**config.mk**
```make
export PLATFORM = sky130hd
export DESIGN_NAME = node_port_arbiter
export DESIGN_NICKNAME = d
export VERILOG_FILES = /design/src/rtl/node_port_arbiter.sv
export SDC_FILE = /design/constraint.sdc
export NUM_CORES = 1
export LEC_CHECK = 0
export ABC_AREA = 1
export ABC_CLOCK_PERIOD_IN_PS = 3200
export CAP_MARGIN = 30
export CORE_MARGIN = 2
export CORE_UTILIZATION = 50
export DETAILED_ROUTE_END_ITERATION = 10
export MAX_ROUTING_LAYER = met4
export PLACE_DENSITY = 0.84
export SLEW_MARGIN = 40
export SYNTH_ARGS = -nofsm -noshare
export SYNTH_HDL_FRONTEND = slang
export SYNTH_SLANG_ARGS = --single-unit
```
**constraint.sdc**
```tcl
create_clock -name clk -period 3.2 [get_ports clk]
set_input_delay 0.32 -clock clk [delete_from_list [all_inputs] [get_ports clk]]
set_output_delay 0.32 -clock clk [all_outputs]
set_load 0.02 [all_outputs]
```
**src/rtl/node_port_arbiter.sv**
```systemverilog
// Round-robin wormhole packet arbiter for one router output port: grants one input and holds it from head to tail.
// Optional stall watchdog enabled by defining NODE_ARB_TIMEOUT_EN.
module node_port_arbiter #(
    parameter int N_REQ          = 5,
    parameter int TIMEOUT_CYCLES = 64
) (
    input  logic                     clk,
    input  logic                     rst,
    input  logic [N_REQ-1:0]         req,
    input  logic [N_REQ-1:0]         tail,
    input  logic                     out_ready,
    output logic [N_REQ-1:0]         grant,
    output logic                     grant_valid,
    output logic [$clog2(N_REQ)-1:0] grant_idx,
    output logic                     xfer,
    output logic                     timeout
);
    localparam int IW = $clog2(N_REQ);

    typedef enum logic {
        IDLE   = 1'b0,
        LOCKED = 1'b1
    } state_t;

    state_t          state_q;
    logic [N_REQ-1:0] grant_q;
    logic [IW-1:0]   grant_idx_q;
    logic [IW-1:0]   ptr_q;
    logic [IW-1:0]   ptr_adv;
    logic [IW-1:0]   sel_idx;
    logic [N_REQ-1:0] sel_onehot;
    logic [N_REQ-1:0] cand_hit;
    logic [IW-1:0]   cand_idx [N_REQ];
    logic            req_g;
    logic            tail_g;

    // cand_idx[gi] is the input sitting gi places after the pointer, wrapped.
    for (genvar gi = 0; gi < N_REQ; gi++) begin : g_cand
        logic [IW:0] sum;
        assign sum          = {1'b0, ptr_q} + (IW+1)'(gi);
        assign cand_idx[gi] = (sum >= (IW+1)'(N_REQ)) ? IW'(sum - (IW+1)'(N_REQ)) : sum[IW-1:0];
        assign cand_hit[gi] = req[cand_idx[gi]];
        assign sel_onehot[gi] = (sel_idx == IW'(gi));
    end

    always_comb begin
        sel_idx = '0;
        for (int k = N_REQ - 1; k >= 0; k--) begin
            if (cand_hit[k]) begin
                sel_idx = cand_idx[k];
            end
        end
    end

    assign ptr_adv     = (grant_idx_q == IW'(N_REQ - 1)) ? '0 : grant_idx_q + IW'(1);
    assign req_g       = req[grant_idx_q];
    assign tail_g      = tail[grant_idx_q];
    assign grant       = grant_q;
    assign grant_idx   = grant_idx_q;
    assign grant_valid = |grant_q;
    assign xfer        = grant_valid & req_g & out_ready;

`ifdef NODE_ARB_TIMEOUT_EN
    localparam int SW = $clog2(TIMEOUT_CYCLES + 1);
    logic [SW-1:0] stall_q;
    logic          timeout_q;
    assign timeout = timeout_q;
`else
    // Watchdog absent: the comparison is constant false for any legal TIMEOUT_CYCLES.
    assign timeout = (TIMEOUT_CYCLES < 0);
`endif

    always_ff @(posedge clk or posedge rst) begin
        if (rst) begin
            state_q     <= IDLE;
            grant_q     <= '0;
            grant_idx_q <= '0;
            ptr_q       <= '0;
`ifdef NODE_ARB_TIMEOUT_EN
            stall_q     <= '0;
            timeout_q   <= 1'b0;
`endif
        end else begin
`ifdef NODE_ARB_TIMEOUT_EN
            timeout_q <= 1'b0;
`endif
            case (state_q)
                IDLE: begin
                    if (|req) begin
                        grant_q     <= sel_onehot;
                        grant_idx_q <= sel_idx;
                        state_q     <= LOCKED;
                    end
                end
                LOCKED: begin
                    if (xfer && tail_g) begin
                        grant_q     <= '0;
                        grant_idx_q <= '0;
                        ptr_q       <= ptr_adv;
                        state_q     <= IDLE;
`ifdef NODE_ARB_TIMEOUT_EN
                        stall_q     <= '0;
`endif
                    end
`ifdef NODE_ARB_TIMEOUT_EN
                    else if (!req_g) begin
                        // Final stalled cycle: force release and give the next input its turn.
                        if (stall_q == SW'(TIMEOUT_CYCLES - 1)) begin
                            grant_q     <= '0;
                            grant_idx_q <= '0;
                            ptr_q       <= ptr_adv;
                            state_q     <= IDLE;
                            stall_q     <= '0;
                            timeout_q   <= 1'b1;
                        end else begin
                            stall_q <= stall_q + SW'(1);
                        end
                    end else begin
                        stall_q <= '0;
                    end
`endif
                end
                default: state_q <= IDLE;
            endcase
        end
    end
endmodule

```
### Word-level counts from Yosys, hierarchy flattened

Cells that the tools add are included.

| operators by class | value |
|---|---|
| $add $sub $neg | 10 |
| multipliers | 0 |
| div/mod/pow operators | 0 |
| order comparisons | 11 |
| eq/ne operators | 7 |
| shift operators | 0 |
| mux-type cells | 34 |
| bitwise gates (word level) | 3 |
| reduce and logical (&&, ||, !) cells | 6 |

Operator list:

| operator | count |
|---|---|
| $mux W3 | 13 |
| $lt A3 B4 Y1 const B | 6 |
| $bmux W1 S3 | 7 |
| $ge A4 B3 Y1 const B | 4 |
| $sub A3 B3 Y3 const B | 5 |
| $mux W5 | 2 |
| $pmux W5 S2 | 1 |
| $reduce_or A5 Y1 | 2 |
| $mux W1 | 9 |
| $add A3 B2 Y4 const B | 2 |
| $eq A3 B2 Y1 const B | 2 |
| $eq A3 B3 Y1 const B | 2 |
| $pmux W3 S2 | 1 |
| $add A3 B1 Y4 const B | 1 |
| $add A3 B3 Y4 const B | 1 |
| $reduce_and A2 Y1 | 2 |
| $add A3 B1 Y3 const B | 1 |
| $eq A3 B1 Y1 const B | 1 |
| $ge A3 B3 Y1 const B | 1 |
| $logic_not A3 Y1 | 1 |
| $and A1 B1 Y1 | 2 |
| $ne A2 B1 Y1 const B | 1 |
| $ne A2 B2 Y1 const B | 1 |
| $pmux W1 S2 | 1 |
| other kinds (2) | 2 |

| storage, ports and cells | value |
|---|---|
| register bits after elaboration | 12 |
| bits in latches | 0 |
| bits in writable memories | 0 |
| ROM bits | 0 |
| input bits | 13 |
| output and inout port bits | 11 |
| memories kept | 0 |

### Logic depth before layout (Yosys ltp)

| depth | value |
|---|---|
| word-level depth | 13 |
| gate-level depth with buffers | 21 |

### Least setup slack after synthesis

OpenSTA, ideal clock, no wires.

| path | value |
|---|---|
| path type | register to register |
| from | reg ptr_q[0] |
| to | reg grant_q[2], in the netlist grant[2] |
| setup time | 0.117 ns |
| data arrival time | 2.319 ns |
| required time | 3.083 ns |
| path slack | 0.763 ns |
| stages on the path, launching flop included | 21 |
| path buffers | 0 |
| clock period less this slack | 2.437 ns |
| path through | dfrtp_1 -> inv_2 -> ha_1 -> inv_1 -> fa_1 -> inv_1 -> nand2_1 -> o21ai_0 -> nand2_1 -> nand2_1 -> nand2_1 -> nand3_1 -> nand2_1 -> nand2_1 -> a21boi_0 -> nor2_1 -> nand2_1 -> nand2_2 -> nand2_1 -> nand3_1 -> nand2_1 |

| between the ends | value |
|---|---|
| cells in the longest elaborated chain, start to end | 13 |

Ends and longest elaborated chain:

| element | line | RTL |
|---|---|---|
| from (decl) | 28 | `logic [IW-1:0] ptr_q;` |
| from (signal assigned) | 99 | `ptr_q <= ptr_adv;` |
| $add A3 B3 Y4 | 40 | `assign sum = {1'b0, ptr_q} + (IW+1)'(gi);` |
| $ge A4 B3 Y1 or $sub A3 B3 Y3 (tied branches) | 41 | `assign cand_idx[gi] = (sum >= (IW+1)'(N_REQ)) ? IW'(sum - (IW+1)'(N_REQ)) : sum[IW-1:0];` |
| $mux W3 | 41 |  |
| $bmux W1 S3 | 42 | `assign cand_hit[gi] = req[cand_idx[gi]];` |
| $mux W1 (implied by the code) | 42 |  |
| $mux W3 (4 in a row) | 49 | `if (cand_hit[k]) begin` |
| $mux W3 * | 49 |  |
| $eq A3 B2 Y1 * | 43 | `assign sel_onehot[gi] = (sel_idx == IW'(gi));` |
| $mux W5 * | 89 | `if (\|req) begin` |
| $pmux W5 S2 * | 87 | `case (state_q)` |
| to (signal assigned) | 90 | `grant_q <= sel_onehot;` |
| to (decl) | 26 | `logic [N_REQ-1:0] grant_q;` |

Mark *: on every way between the ends. The rest lies on a longest branch, timed or not. The select of a mux whose other input is x is not followed.
A chain may end at the register's enable or synchronous reset.

### Worst setup path in the final report

Ends and elaborated chain as after synthesis.

==> flow_summary.ini <==
[setup_path]
crit_type = flop to flop
cp.required_ns = 3.38
startpoint_type = flop
worstSetupStartpoint = ptr_q[0]
slowest_stage = dfrtp_1
slowest_delay_ns = 0.39
critical_path.top_delay_family = simple AND/OR/NAND/NOR gates
worstPathMaxFanout = 11
crit_arrival_ns = 2.88
path_cells = inv_2 -> ha_1 -> inv_1 -> fa_1 -> inv_1 -> o21ai_1 -> o21ai_0 -> inv_1 -> nand3_1 -> nand2_1 -> nand2_1 -> a21boi_0 -> nor2_1 -> nand2_1 -> nand2_2 -> nand2_1 -> nand3_1 -> nand2_1
r2r_start = ptr_q[0]
critPathBufInv = 4
end_kind = flop
rrSetupSlack_ns = 0.50
r2r_end = grant[2]
crit_top_cell = nand2_1
reg2reg_depth = 18

[grt]
grt_max_degree = 16
grt_pass1_vias = 1616
met3_usage_pct = 1.92
grt_usage_pct = 25.1
grt_pass1_wl_um = 6830
met2_usage_pct = 42.4
busiest_layer = met2
grt_overflow_total = 0
antenna_found_initial = 0
grt_util_met1_pct = 31.9

[final_layout]
multi_input_area_mm2 = 0.00115
layout.nets = 315
regArea_um2 = 300
fillers = 320
areaGrowthSynthToFinish_pct = 18.3
drive_gt1_share_pct = 10.7
fin_area_mm2 = 0.00191
diodes = 0
stdcell_count = 333

[timing]
slew_headroom_pct = 67.0
clock.fmax_ghz = 0.371
setup_viol = 0
rsz0062_at_grt = false
min_period_ns = 2.70
report.final.slew_viol_count = 0
fin_ws_ns = 0.501
worst_pin_slew_ns = 0.490
fin_setup_tns_ns = 0
hold_viol = 0
fin_crit_sh_pct = 84.3
skew_ns = 0.00707

[logic_synthesis]
synthesis.area_mm2 = 0.00162
syn-num-nets = 290
synth_cell_types = 32
synthCells = 265
yosysWarningCount = 0
ys_ff_latch = 12
seq_area_frac_synth_pct = 18.6
avgSynthCellArea_um2 = 6.10

[routing]
drtPass1Iterations = 4
totalWireLength_um = 4090
drtIter0Drc = 107
ant_nets = 0
drt-vias-per-instance = 5.36
wl_per_cell_um = 12.3
routed-via-count = 1785
drc = 0

[floorplanning]
core_region_area_mm2 = 0.00305
die_y_um = 60.8
rows = 20
ios = 24
die_area_mm2 = 0.00370
fp.dieW_um = 60.8
initial_core_util_pct = 52.9

[clock_network]
hold_buffers = 0
cts_sinks = 12
clkTransAtPathRegs_ns = 0.08
cts_setup_buffers = 0
tritoncts = yes
clk_path_buf_depth = 2
htree_levels = 1
post_cts_resized = 0
clk_latency_ns = 0.28
cts_root_buffer = clkbuf_4
cts_buffers = 3

[outcome]
run_status = finished, final reports clean

[placement]
gp_congestion = 0.888
place_area_mm2 = 0.00187
dp.cells = 329
place.detailed.hpwl_um = 3390
post-place-ws_ns = 0.530
numPortBuffers = 22

[run]
cap_viol_max_count = 0

[worst_hold_path]
hp-class = primary input to asynchronous set/reset pin
## worst max path at each step
| stage | depth (start not counted) | slack [ns] | end |
|---|---|---|---|
| 6_report | 18 | 0.50 | grant[2] |
| 5_1_grt | 20 | 0.21 | grant[2] |
| 4_1_cts | 17 | 0.52 | grant[1] |
| 3_5_place_dp | 18 | 0.53 | grant[2] |
| 3_3_place_gp | 18 | 0.54 | grant[2] |
| 2_1_floorplan | 20 | 0.76 | grant[2] |
## synthesized netlist by cell type
| cell | instances | share of area (%) |
|---|---|---|
| a21oi_1 | 7 | 2.2 |
| xnor2_1 | 1 | 0.54 |
| a32o_1 | 1 | 0.62 |
| nand4_1 | 4 | 1.5 |
| inv_1 | 34 | 7.9 |
| o2111ai_1 | 1 | 0.54 |
| conb_1 | 1 | 0.23 |
| nand2_2 | 12 | 4.6 |
| o21ai_4 | 1 | 1.0 |
| o31ai_1 | 1 | 0.46 |
| nand3_2 | 1 | 0.62 |
| o211ai_1 | 1 | 0.46 |
| o21ai_2 | 5 | 2.7 |
| nor3_1 | 3 | 0.93 |
| dfrtp_1 | 12 | 19 |
| fa_1 | 1 | 1.2 |
| o221ai_1 | 1 | 0.54 |
| buf_6 | 1 | 0.70 |
| buf_4 | 1 | 0.46 |
| nand3_1 | 43 | 13 |
| buf_2 | 1 | 0.31 |
| ha_1 | 11 | 8.5 |
| a21boi_0 | 1 | 0.46 |
| nor4_1 | 2 | 0.77 |
| nand2_1 | 80 | 19 |
| inv_2 | 4 | 0.93 |
| nand2_4 | 2 | 1.4 |
| o21ai_1 | 4 | 1.2 |
| xor2_1 | 1 | 0.54 |
| a21boi_2 | 1 | 0.70 |
| nor2_1 | 10 | 2.3 |
| o21ai_0 | 16 | 5.0 |
## layout make-up
class / count / area share [%]
tap: 44 / 2.88
timing repair buffer: 23 / 11.9
multi-input combinational: 212 / 60.1
sequential: 12 / 15.7
inverter: 38 / 7.47
clock buffer: 4 / 1.90
## flip-flops by register name, summed over array words and instances (netlist names)
signal     cells
ptr_q          3
grant_idx      3
grant          5
state_q        1
## metal layers
metal,routed length [µm],up-vias
li1,-,920
met5,0,-
met1,1900,792
met2,1880,63
met4,87,0
met3,229,10
## cell families (layout without fill, tap and decap cells)
kind of cell,Yosys count,count (layout),synth area share (%)
and+or+nand+nor,157,157,44.2
AOI/OAI and AO/OA,40,40,15.9
xor gates and xnor gates,2,2,1.08
buffers and inverters,41,65,10.3
DFF,12,12,18.6
other,1,1,0.232
adders and majority gates,12,12,9.76
## stage by stage
step / hold WS, ns / util (%)
6_report: 0.345 / 62.6
5_1_grt: 0.384 / 62.6
4_1_cts: 0.365 / 62.6
3_5_place_dp: 0.498 / 61.4
3_3_place_gp: 0.502 / 61.4
2_1_floorplan: 0.185 / -
## cells in the final DEF, fill, tap and decap left out
cell,n
dfrtp_1,12
buf_4,1
xnor2_1,1
a21oi_1,7
nor4_1,2
clkbuf_8,1
o2111ai_1,1
xor2_1,1
nand3_1,43
o21ai_1,4
nand2_1,80
o21ai_4,1
a21boi_0,1
ha_1,11
nand3_2,1
o211ai_1,1
conb_1,1
o221ai_1,1
clkdlybuf4s50_1,22
fa_1,1
a32o_1,1
nor3_1,3
a21boi_2,1
o21ai_0,16
nand4_1,4
o21ai_2,5
nor2_1,10
inv_1,34
nand2_4,2
o31ai_1,1
inv_2,4
clkbuf_4,3
nand2_2,12
Power is left out: the tool's default activity adds up to more than one toggle a clock period on the data nets, which glitch-free logic cannot reach.
